`src/rtl/logic_calc_unit.sv`:
```
// logic_calc_unit
//   Registered WIDTH-bit bitwise logic unit with an internal accumulator and
//   zero/parity flags. There is one result register, with valid/ready
//   handshakes on the input and output sides.
//
//   Ports
//     clk        rising-edge clock
//     rst        asynchronous reset, active-high
//     in_valid   operand/opcode presented by the source
//     in_ready   unit can accept this cycle (combinational, independent of in_valid)
//     a, b       WIDTH-bit operands
//     op         3-bit opcode
//                  000 AND   001 OR    010 NOT A    011 NOT B
//                  100 XOR   101 XNOR  110 ACC_OR   111 ACC_LOAD
//     out_valid  result register holds an unconsumed result
//     out_ready  sink accepts the result this cycle
//     result     registered result
//     zero       registered result == 0
//     parity     registered XOR-reduction of result
//     acc        current accumulator value
//
//   The first four opcodes match the legacy 1-bit calculator's encoding.
module logic_calc_unit #(
   parameter int unsigned      WIDTH     = 8,
   parameter logic [WIDTH-1:0] ACC_RESET = '0
) (
   input  logic             clk,
   input  logic             rst,
   input  logic             in_valid,
   output logic             in_ready,
   input  logic [WIDTH-1:0] a,
   input  logic [WIDTH-1:0] b,
   input  logic [2:0]       op,
   output logic             out_valid,
   input  logic             out_ready,
   output logic [WIDTH-1:0] result,
   output logic             zero,
   output logic             parity,
   output logic [WIDTH-1:0] acc
);

   logic             out_valid_q, out_valid_d;
   logic [WIDTH-1:0] result_q, result_d;
   logic             zero_q, zero_d;
   logic             parity_q, parity_d;
   logic [WIDTH-1:0] acc_q, acc_d;

   logic             accept;
   logic [WIDTH-1:0] calc_res;

   // A full register can still take a new operand when the sink drains it in
   // the same cycle, which gives one result per cycle with no bubble.
   assign in_ready = !out_valid_q || out_ready;
   assign accept   = in_valid && in_ready;

   always_comb begin
      calc_res = '0;
      unique case (op)
         3'b000: calc_res = a & b;
         3'b001: calc_res = a | b;
         3'b010: calc_res = ~a;
         3'b011: calc_res = ~b;
         3'b100: calc_res = a ^ b;
         3'b101: calc_res = ~(a ^ b);
         3'b110: calc_res = acc_q | a;
         3'b111: calc_res = a;
      endcase
   end

   always_comb begin
      out_valid_d = out_valid_q;
      result_d    = result_q;
      zero_d      = zero_q;
      parity_d    = parity_q;
      acc_d       = acc_q;
      if (accept) begin
         out_valid_d = 1'b1;
         result_d    = calc_res;
         zero_d      = (calc_res == '0);
         parity_d    = ^calc_res;
         // For both accumulator opcodes the new accumulator equals the result.
         if (op[2:1] == 2'b11) begin
            acc_d = calc_res;
         end
      end else if (out_ready) begin
         out_valid_d = 1'b0;
      end
   end

   always_ff @(posedge clk or posedge rst) begin
      if (rst) begin
         out_valid_q <= 1'b0;
         result_q    <= '0;
         zero_q      <= 1'b1;
         parity_q    <= 1'b0;
         acc_q       <= ACC_RESET;
      end else begin
         out_valid_q <= out_valid_d;
         result_q    <= result_d;
         zero_q      <= zero_d;
         parity_q    <= parity_d;
         acc_q       <= acc_d;
      end
   end

   assign out_valid = out_valid_q;
   assign result    = result_q;
   assign zero      = zero_q;
   assign parity    = parity_q;
   assign acc       = acc_q;

endmodule

```
`config.mk`:
```
export PLATFORM = sky130hd
export DESIGN_NAME = logic_calc_unit
export DESIGN_NICKNAME = d
export VERILOG_FILES = /design/src/rtl/logic_calc_unit.sv
export SDC_FILE = /design/constraint.sdc
export NUM_CORES = 1
export LEC_CHECK = 0
export BUFFER_PORTS_ARGS = -buffer_cell sky130_fd_sc_hd__buf_2
export CORE_AREA = 5 5 73 82
export CTS_BUF_LIST = sky130_fd_sc_hd__clkbuf_8
export DETAILED_ROUTE_END_ITERATION = 8
export DIE_AREA = 0 0 78 87
export REMOVE_ABC_BUFFERS = 1
export SLEW_MARGIN = 10
export SYNTH_ARGS = -nofsm -noshare
export SYNTH_HDL_FRONTEND = slang
export SYNTH_SLANG_ARGS = --single-unit
```
`constraint.sdc`:
```
create_clock -name clk -period 2.3 [get_ports clk]
set_input_delay 0.345 -clock clk [delete_from_list [all_inputs] [get_ports clk]]
set_output_delay 0.345 -clock clk [all_outputs]
set_load 0.01 [all_outputs]
```
==> results.md, run 1 <==
* Status: finished clean
* Slew Limit Headroom at 46.31%
* Switching share of power at between 30% and 40%
* Core area at around 5100 sq um
* Syn_area_per_cell at 8.468 sq um
* R2R Path Start: acc[4]$_DFFE_PP0P_
* WS Path Type: primary input to flop
* Nets@finish at approximately 270
* Layout cells sized above 1 at a little under a third
* CTS tree: yes
* Vias per cell at between 5 and 6
* CP Data Required Time at between 2 and 2.5 ns
* CTS Buf Count at 3
* Worst setup margin at around 0.34 ns
* Initial Util at 30.42%
* Seq pwr share at about two fifths
* Worst VDD drop at between 0.2 and 0.25 mV
* # IOs at 43
* Critical Path AT at between 2 and 2.5 ns
* Hold violation total from the final report at 0
* Largest net degree at the start of global routing at 20
* 1st-iter DRT viols at 77
* GRT Util Overall at 13.61%
* Pre-CTS WS at just under 0.06 ns
* Final setup vio count at 0
* GR Overflow Total at 0
* Vias in the first global route at approximately 1500
* Crit path time final at roughly 2.0 ns
* Final period util at 85.07%
* Fin Setup TNS at 0 ns
* Setup Skew at between 0.01 and 0.015 ns
* Overall power at approximately 1200 uW
* Post-route DRC at 0
* Die ar. at ~6800 sq um
* Initial antenna violation count at 0
* Final Wtd Congestion at just under 0.8
* Slew Viols, Final at 0
* Post-CTS Resized at 0
* Clock transition at path regs at ~0.090 ns
* Crit path launch: a[0]
* RSZ-0062 raised after global routing: no
* Post-Route WL at roughly 4.5 mm
* Non-Filler Instances at between 200 and 300
* Tightest Pin Transition at 0.8044 ns
* First-pass GRT wire length at 7.410 mm
* Worst Setup Start Kind: primary input
* Placed insts at 293
* Drt first pass iters at 4
* Yosys Warn Count at 0
* Hold WC Path Type: primary input to asynchronous set/reset pin
* Cell-internal power at around 760 uW
* Synth Instances at ~190
* EDFF count, synth at 0
* Unique cell type count in the Yosys netlist at 33
* Cts hold-fix bufs at 0
* Clk pwr share at 21.2%
* Combinational Power Share at about two fifths
* H-tree depth at 1
* Worst-path fanout max at 4
* #FFs+latches synth at 19
* CTS max path bufs at 2
* Post-DP HPWL at 3.572 mm
* Cell count of the worst reg-to-reg path at 8
* Routed len/inst at approximately 15 um
* Chip width at roughly 80 um
* Fmax at around 0.51 GHz
* Diode count at 0
* Commonest non-fill, non-tap cell in the layout: buf_2
* Port Buffers at 42
* Worst-Skew Late Latency at approximately 0.27 ns
* Setup Fix Bufs, Post-CTS at 0
* Fraction of registers with async set/reset at 100.0%
* Final hold slack at around 0.22 ns
* Worst setup EP type: flop
* Leak at 0.0009197 uW
* Row count at 28
* Num Clock Sinks at 19
* Die height at between 80 and 90 um
* Clk root buf: clkbuf_8
* Top_reg_cell synth: dfrtp_1
* Post-Syn Area at about 1600 sq um
* Sw power at approximately 400 uW
* Area delta synth->final at 27.72%
* Fill cells at approximately 560
* Most frequent cells in the layout: 42 x buf_2, 22 x o21ai_0, 21 x nor2_1
* Vias at roughly 1600
* Pwr Density at 587.7 nW/um^2
* Maximum capacitance violations at 0
* Routed Antenna Nets at 0
* Post-synthesis sequential area ratio at between 30% and 40%
[metrics by stage]
stage	util [%]	cell area (sq um)
6_report	38.85	2001
2_1_floorplan	-	1509
3_3_place_gp	37.95	1954
3_5_place_dp	37.95	1954
4_1_cts	38.85	2001
5_1_grt	38.85	2001
[metal layers]
metal	wire [um]	part of all wire, %	GRT usage [%]
met1	2148	47	18.61
met2	2060	45	21.56
met3	261	5.8	2.381
met4	61	1.3	4.762
met5	0	0	0
[final timing paths]
path	slack, ns	end
worst min register to register	0.50	zero$_DFFE_PP1P_
worst max register to register	0.45	parity$_DFFE_PP0P_
worst min-delay path	0.22	parity$_DFFE_PP0P_
max in group asynchronous	1.58	acc[2]$_DFFE_PP0P_
min in group clk	0.43	out_valid$_DFFE_PP0P_
worst max-delay path	0.34	parity$_DFFE_PP0P_
[power groups by stage]
stage / Combinational (uW) / Sequential [uW] / Clock (uW)
finish: 478 / 448 / 249
global route: 530 / 459 / 271
CTS: 487 / 450 / 260
detailed placement: 483 / 457 / 0
global placement: 473 / 455 / 0
floorplan: 240 / 484 / 0
[registers in the layout, indices dropped and copies added (netlist names)]
register / flops
acc: 8
result: 8
out_valid: 1
parity: 1
zero: 1
[cell usage after synthesis, types with 2 or more instances]
| master | instances | area (sq um) |
|---|---|---|
| o21ai_0 | 22 | 110.1 |
| nor2b_1 | 10 | 62.56 |
| a21o_1 | 2 | 15.01 |
| a31oi_1 | 5 | 31.28 |
| nor2_1 | 21 | 78.83 |
| nand2_1 | 4 | 15.01 |
| a21oi_1 | 5 | 25.02 |
| buf_2 | 7 | 35.03 |
| inv_1 | 5 | 18.77 |
| clkbuf_1 | 4 | 15.01 |
| nand2b_1 | 16 | 100.1 |
| o22ai_1 | 5 | 31.28 |
| o22a_1 | 2 | 17.52 |
| nor3b_1 | 6 | 45.04 |
| nand4_1 | 2 | 12.51 |
| ha_1 | 12 | 150.1 |
| mux2_2 | 3 | 33.78 |
| a22o_1 | 3 | 26.28 |
| or4_1 | 5 | 37.54 |
| mux2i_1 | 5 | 50.05 |
| a31o_2 | 5 | 43.79 |
| o2111ai_1 | 2 | 17.52 |
| xnor2_1 | 3 | 26.28 |
| dfrtp_1 | 18 | 450.4 |
| o2bb2ai_1 | 5 | 43.79 |
[layout make-up]
| type | count | area, sq um | area share (%) |
|---|---|---|---|
| multi-input combinational | 149 | 1013 | 50.66 |
| tap | 60 | 75.07 | 3.752 |
| timing repair buffer | 60 | 370.4 | 18.51 |
| inverter | 5 | 18.77 | 0.9381 |
| clock buffer | 3 | 41.29 | 2.064 |
| sequential | 19 | 476.7 | 23.83 |
| clock inverter | 1 | 5.005 | 0.2502 |
[kinds of logic (layout without fill, tap and decap cells)]
group,after synthesis,after routing,share of synthesized area (%)
AOI/OAI and AO/OA,57,57,23.56
xor gates and xnor gates,3,3,1.678
adders and majority gates,12,12,9.584
buffers and inverters,17,69,4.872
DFF,19,19,30.43
muxes,8,8,5.351
and+or+nand+nor,69,69,24.52
[worst max-delay path, stage by stage]
cell and delay (ns):
buf_2 0.12, ha_1 0.27, nand2b_1 0.15, mux2i_1 0.12
a31o_2 0.24, o2bb2ai_1 0.13, ha_1 0.31, xnor2_1 0.21
xnor2_1 0.13, o21ai_0 0.08
No activity file was read; power rests on OpenSTA's default activity.
==> inputs of run 2 (changes only) <==
--- a/config.mk
+++ b/config.mk
@@ -6,10 +6,13 @@
 export NUM_CORES = 1
 export LEC_CHECK = 0
 export BUFFER_PORTS_ARGS = -buffer_cell sky130_fd_sc_hd__buf_2
+export CELL_PAD_IN_SITES_DETAIL_PLACEMENT = 1
+export CELL_PAD_IN_SITES_GLOBAL_PLACEMENT = 1
 export CORE_AREA = 5 5 73 82
 export CTS_BUF_LIST = sky130_fd_sc_hd__clkbuf_8
 export DETAILED_ROUTE_END_ITERATION = 8
 export DIE_AREA = 0 0 78 87
+export PLACE_DENSITY_LB_ADDON = 0.1
 export REMOVE_ABC_BUFFERS = 1
 export SLEW_MARGIN = 10
 export SYNTH_ARGS = -nofsm -noshare
==> run 2 against run 1 <==
Non-clock buffer count down 5. Critical endpoint unchanged. Final area is 2.6% lower. Critical path depth unchanged. Critical path type unchanged. Die area stayed put. Clock power fell by 2%. Power decreased by 0.51%. Fmax shrank 3.2%. Largest power group unchanged.
==> results.md, run 2 (synthesized netlist as in run 1, its figures left out) <==
* Status: finished clean
* CP max-delay cell: ha_1
* Largest net degree at the start of global routing at 28 (+40%)
* CP Data Required Time at 2.43 ns (-0.02 ns)
* GR Overflow Total at 0 (unchanged)
* Final setup vio count at 0 (unchanged)
* Cts hold-fix bufs at 0 (unchanged)
* Setup Fix Bufs, Post-CTS at 0 (unchanged)
* Num Clock Sinks at 19 (unchanged)
* Hold violation total from the final report at 0 (unchanged)
* Initial antenna violation count at 0 (unchanged)
* Worst-Skew Late Latency at 0.26 ns (about the same)
* Worst-path fanout max at 4 (unchanged)
* Leak at 0.0008927 uW (-2.9%)
* Clock transition at path regs at 0.08 ns (about the same)
* Tightest Pin Transition at 0.7925 ns (-0.01195 ns)
* Pre-CTS WS at 0.003617 ns (-0.05399 ns)
* Slew Limit Headroom at 47.11% (+0.80 points)
* Vias in the first global route at 1761 (+16%)
* # IOs at 43 (unchanged)
* Die height at 87 um (unchanged)
* Setup Skew at 0.001325 ns (-0.01007 ns)
* Worst setup margin at 0.2798 ns (-0.06364 ns)
* Final Core Density at 37.85% (-1.0 points)
* RSZ-0062 raised after global routing: no
* CTS tree: yes
* Initial Util at 30.42% (unchanged)
* Slew Viols, Final at 0 (unchanged)
* Maximum capacitance violations at 0 (unchanged)
* Crit path time final at 2.020 ns (+0.06364 ns)
* Post-route DRC at 0 (unchanged)
* Worst setup EP type: flop
* Vias at 1563 (unchanged)
* Row count at 28 (unchanged)
* Slowest stage delay, CP at 0.31 ns (about the same)
* Worst Setup Start Kind: primary input
* Diode count at 0 (unchanged)
* GRT Util Overall at 15.63% (+2.0 points)
* Nets@finish at 268 (-1.8%)
* Pwr Density at 600.1 nW/um^2 (+2.1%)
* Die ar. at 6786 sq um (unchanged)
* Multi-input gate area in the final layout at 1013 sq um (unchanged)
* Layout cells sized above 1 at 29.31% (-1.9 points)
* Worst VDD drop at 0.1759 mV (-26%)
* Hold WC Path Type: primary input to asynchronous set/reset pin
* Reg area at 476.7 sq um (unchanged)
* Commonest non-fill, non-tap cell in the layout: buf_2
* Core area at 5150 sq um (unchanged)
* Placed insts at 288 (-1.7%)
* Critical Path AT at 2.15 ns (+0.05 ns)
* Overall power at 1170 uW (-0.51%)
* Vias per cell at 5.353 (+1.7%)
* Post-CTS Resized at 0 (unchanged)
* Clk root buf: clkbuf_8
* Drt first pass iters at 4 (unchanged)
* 1st-iter DRT viols at 36 (-53%)
* Final period util at 87.83% (+2.8 points)
* Final Wtd Congestion at 0.8095 (+4.2%)
* Non-Filler Instances at 292 (-1.7%)
* Post-Route WL at 5.114 mm (+13%)
* CTS Buf Count at 3 (unchanged)
* Chip width at 78 um (unchanged)
* Area delta synth->final at 24.44%
* Port Buffers at 42 (unchanged)
* Fill cells at 627 (+12%)
* First-pass GRT wire length at 8.535 mm (+15%)
* H-tree depth at 1 (unchanged)
* CTS max path bufs at 2 (unchanged)
* Most frequent cells in the layout: 42 x buf_2, 22 x o21ai_0, 21 x nor2_1
* Fin Setup TNS at 0 ns (unchanged)
* Fmax at 0.4950 GHz (-3.2%)
* Routed len/inst at 17.51 um (+15%)
* WS Path Type: primary input to flop
* Cell-by-cell trace of the critical path: buf_2 > ha_1 > nand2b_1 > mux2i_1 > a31o_2 > o2bb2ai_1 > ha_1 > xnor2_1 > xnor2_1 > o21ai_0
* Post-DP HPWL at 4.063 mm (+14%)
* Routed Antenna Nets at 0 (unchanged)
run 2: layer usage:
| layer | global-route usage (%) | routed length (um) | vias up |
|---|---|---|---|
| li1 | - | - | 764 |
| met1 | 19.37 | 2274 | 750 |
| met2 | 27.18 | 2502 | 38 |
| met3 | 1.656 | 193 | 11 |
| met4 | 7.066 | 144 | 0 |
| met5 | 0 | 0 | - |
run 2: cell type report:
type | instances | share of cell area, %
Clock buffer | 3 | 2.118
Clock inverter | 1 | 0.1926
Inverter | 5 | 0.9628
Multi-Input combinational cell | 149 | 51.99
Sequential cell | 19 | 24.45
Tap cell | 60 | 3.851
Timing Repair Buffer | 55 | 16.43
run 2: through the flow:
step	hold slack [ns]	instance area, sq um
finish	0.2175	1949
global route	0.2895	1949
CTS	0.2419	1949
detailed placement	0.4833	1904
global placement	0.4858	1904
floorplan	0.2954	1509
run 2: path summary, 6_finish.rpt:
kind                                    startpoint  slack [ns]                     to  cells past startpoint
worst max-delay path                          a[4]        0.28     parity$_DFFE_PP0P_                     10
worst min-delay path                           rst        0.22     acc[2]$_DFFE_PP0P_                      2
worst max register to register  acc[0]$_DFFE_PP0P_        0.42     parity$_DFFE_PP0P_                      8
worst min register to register    zero$_DFFE_PP1P_        0.49       zero$_DFFE_PP1P_                      2
max in group asynchronous                      rst        1.59  result[1]$_DFFE_PP0P_                      2
min in group clk                          in_valid        0.41  out_valid$_DFFE_PP0P_                      3
run 2: power by group:
| group | leakage, uW | internal [uW] | switching (uW) | total [uW] |
|---|---|---|---|---|
| logic | 0.000650 | 227 | 247 | 474 |
| clock network | 0.0000269 | 119 | 125 | 245 |
| registers | 0.000216 | 405 | 46.3 | 451 |
run 2: critical path, delay by kind of cell:
| family | cells | cell delay (ns) |
|---|---|---|
| and+or+nand+nor | 1 | 0.15 |
| buffers and inverters | 1 | 0.12 |
| muxes | 1 | 0.12 |
| xor gates and xnor gates | 2 | 0.31 |
| adders and majority gates | 2 | 0.59 |
| AOI/OAI and AO/OA | 3 | 0.50 |
==> inputs of run 3 (changes only) <==
==> constraint.sdc (replaced) <==
create_clock -name clk -period 2.5 [get_ports clk]
set_input_delay 0.375 -clock clk [delete_from_list [all_inputs] [get_ports clk]]
set_output_delay 0.375 -clock clk [all_outputs]
set_load 0.01 [all_outputs]
==> run 3 against run 2 <==
Clock power decreased by 12%. Register-to-register slack improved by 0.20 ns. Combinational power decreased by 9.9%. Worst hold slack improved by 0.053 ns. Flip-flop and latch count unchanged. Critical path type unchanged. Wire length decreased by 3.0%. Clock skew increased by 0.0035 ns. Highest routed layer unchanged. Critical path depth unchanged. Non-clock buffer count decreased by 5. Largest cell class unchanged. First-iteration DRC count increased by 17%.
==> results.md, run 3 (synthesized netlist as in run 1, its figures left out) <==
* Initial antenna violation count at 0 (unchanged)
* Row count at 28 (unchanged)
* Hold WC Path Type: primary input to asynchronous set/reset pin
* Tightest Pin Transition at 0.8186 ns (+0.02615 ns)
* Critical Path AT at 2.21 ns (+0.06 ns)
* Die height at 87 um (unchanged)
* Core area at 5150 sq um (unchanged)
* Post-DP HPWL at 3.921 mm (-3.5%)
* Diode count at 0 (unchanged)
* Num Clock Sinks at 19 (unchanged)
* Largest net degree at the start of global routing at 20 (-29%)
* CP Data Required Time at 2.63 ns (+0.20 ns)
* Vias in the first global route at 1617 (-8.2%)
* CTS Buf Count at 3 (unchanged)
* Hold violation total from the final report at 0 (unchanged)
* Drt first pass iters at 4 (unchanged)
* Final setup vio count at 0 (unchanged)
* Maximum capacitance violations at 0 (unchanged)
* Most frequent cells in the layout: 42 x buf_2, 22 x o21ai_0, 21 x nor2_1
* Fin Setup TNS at 0 ns (unchanged)
* CTS tree: yes
* Setup Skew at 0.004780 ns (+0.003455 ns)
* Leak at 0.0008695 uW (-2.6%)
* Commonest non-fill, non-tap cell in the layout: buf_2
* Reg-to-reg slack, setup at 0.62 ns (+0.20 ns)
* Post-CTS Resized at 0 (unchanged)
* Slew Viols, Final at 0 (unchanged)
* First-pass GRT wire length at 8.038 mm (-5.8%)
* # IOs at 43 (unchanged)
* 1st-iter DRT viols at 42 (+17%)
* Worst setup EP type: flop
* Chip width at 78 um (unchanged)
* Routed len/inst at 17.29 um (-1.3%)
* WS Path Type: primary input to flop
* Final Core Density at 37.12% (-0.73 points)
* H-tree depth at 1 (unchanged)
* Vias per cell at 5.303 (-0.93%)
* Port Buffers at 42 (unchanged)
* Fmax at ~0.48 GHz
* Routed Antenna Nets at 0 (unchanged)
* Die ar. at 6786 sq um (unchanged)
* GRT Util Overall at 14.75% (-0.89 points)
* Area delta synth->final at 22.04%
* Setup Fix Bufs, Post-CTS at 0 (unchanged)
* GR Overflow Total at 0 (unchanged)
* CTS max path bufs at 2 (unchanged)
* Vias at 1522 (-2.6%)
* Crit path time final at between 2 and 2.5 ns
* Worst-path fanout max at 11 (+7)
* Worst Setup Start Kind: primary input
* Post-route DRC at 0 (unchanged)
* RSZ-0062 raised after global routing: no
* Final period util at between 80% and 90%
* Slew Limit Headroom at 45.37% (-1.7 points)
* Cts hold-fix bufs at 0 (unchanged)
* Pwr Density at 552.6 nW/um^2 (-7.9%)
* Nets@finish at 263 (-1.9%)
* Layout cells sized above 1 at 27.75% (-1.6 points)
* Worst-Skew Late Latency at 0.25 ns (about the same)
* Worst VDD drop at 0.2666 mV (+52%)
* Initial Util at 30.42% (unchanged)
* Final Wtd Congestion at 0.8143 (+0.59%)
* Clock transition at path regs at 0.08 ns (about the same)
* Post-Route WL at 4.962 mm (-3.0%)
* Clk root buf: clkbuf_8
* Status: finished clean
==> run 3: cell count changes in the layout (fill, tap and decap cells not counted) <==
cell,before,now
buf_4,12,7
==> run 3: critical path, cell delays in order <==
cell and delay (ns):
buf_2 0.19, nand2b_1 0.25, buf_4 0.18, mux2i_1 0.08, a31o_2 0.25, o2bb2ai_1 0.14, ha_1 0.32, xnor2_1 0.21
xnor2_1 0.13, o21ai_0 0.08
==> run 3: final cells by class <==
| cell class | count | area, sq um |
|---|---|---|
| multi-input combinational | 149 | 1013 |
| timing repair buffer | 50 | 282.8 |
| tap | 60 | 75.07 |
| sequential | 19 | 476.7 |
| fill | 621 | 3238 |
| clock buffer | 3 | 41.29 |
| inverter | 5 | 18.77 |
| clock inverter | 1 | 3.754 |
==> run 3: power by group <==
group / switching [uW] / internal (uW) / total, uW
clock network: 107 / 109 / 216
registers: 40.6 / 373 / 413
logic: 225 / 203 / 427
==> run 3: worst paths after layout <==
kind                       cells after the start                    end               start
max                                           10     parity$_DFFE_PP0P_               op[1]
min in group clk                               3  out_valid$_DFFE_PP0P_            in_valid
max reg2reg                                    8     parity$_DFFE_PP0P_  acc[4]$_DFFE_PP0P_
max in group asynchronous                      2  result[1]$_DFFE_PP0P_                 rst
min                                            2  result[2]$_DFFE_PP0P_                 rst
min reg2reg                                    2       zero$_DFFE_PP1P_    zero$_DFFE_PP1P_
==> run 3: per-stage QoR <==
| step | hold slack, ns | power, uW | worst slack [ns] | instance area (sq um) | std cells |
|---|---|---|---|---|---|
| 2_1_floorplan | 0.3254 | 666.1 | 0.4417 | 1509 | 173 |
| 3_3_place_gp | 0.4721 | 843.9 | 0.1423 | 1867 | 283 |
| 3_5_place_dp | 0.4686 | 852.8 | 0.1736 | 1867 | 283 |
| 4_1_cts | 0.2930 | 1082 | 0.4233 | 1912 | 287 |
| 5_1_grt | 0.3444 | 1138 | 0.3068 | 1912 | 287 |
| 6_report | 0.2706 | 1056 | 0.4143 | 1912 | 287 |
==> run 3: metal layers <==
metal / global-route usage (%) / share of wire [%] / up-vias
met5: 0 / 0 / -
met4: 3.226 / 0.52 / 0
met3: 1.863 / 3.0 / 2
met2: 26.73 / 50 / 26
met1: 18.60 / 46 / 734
li1: - / - / 760
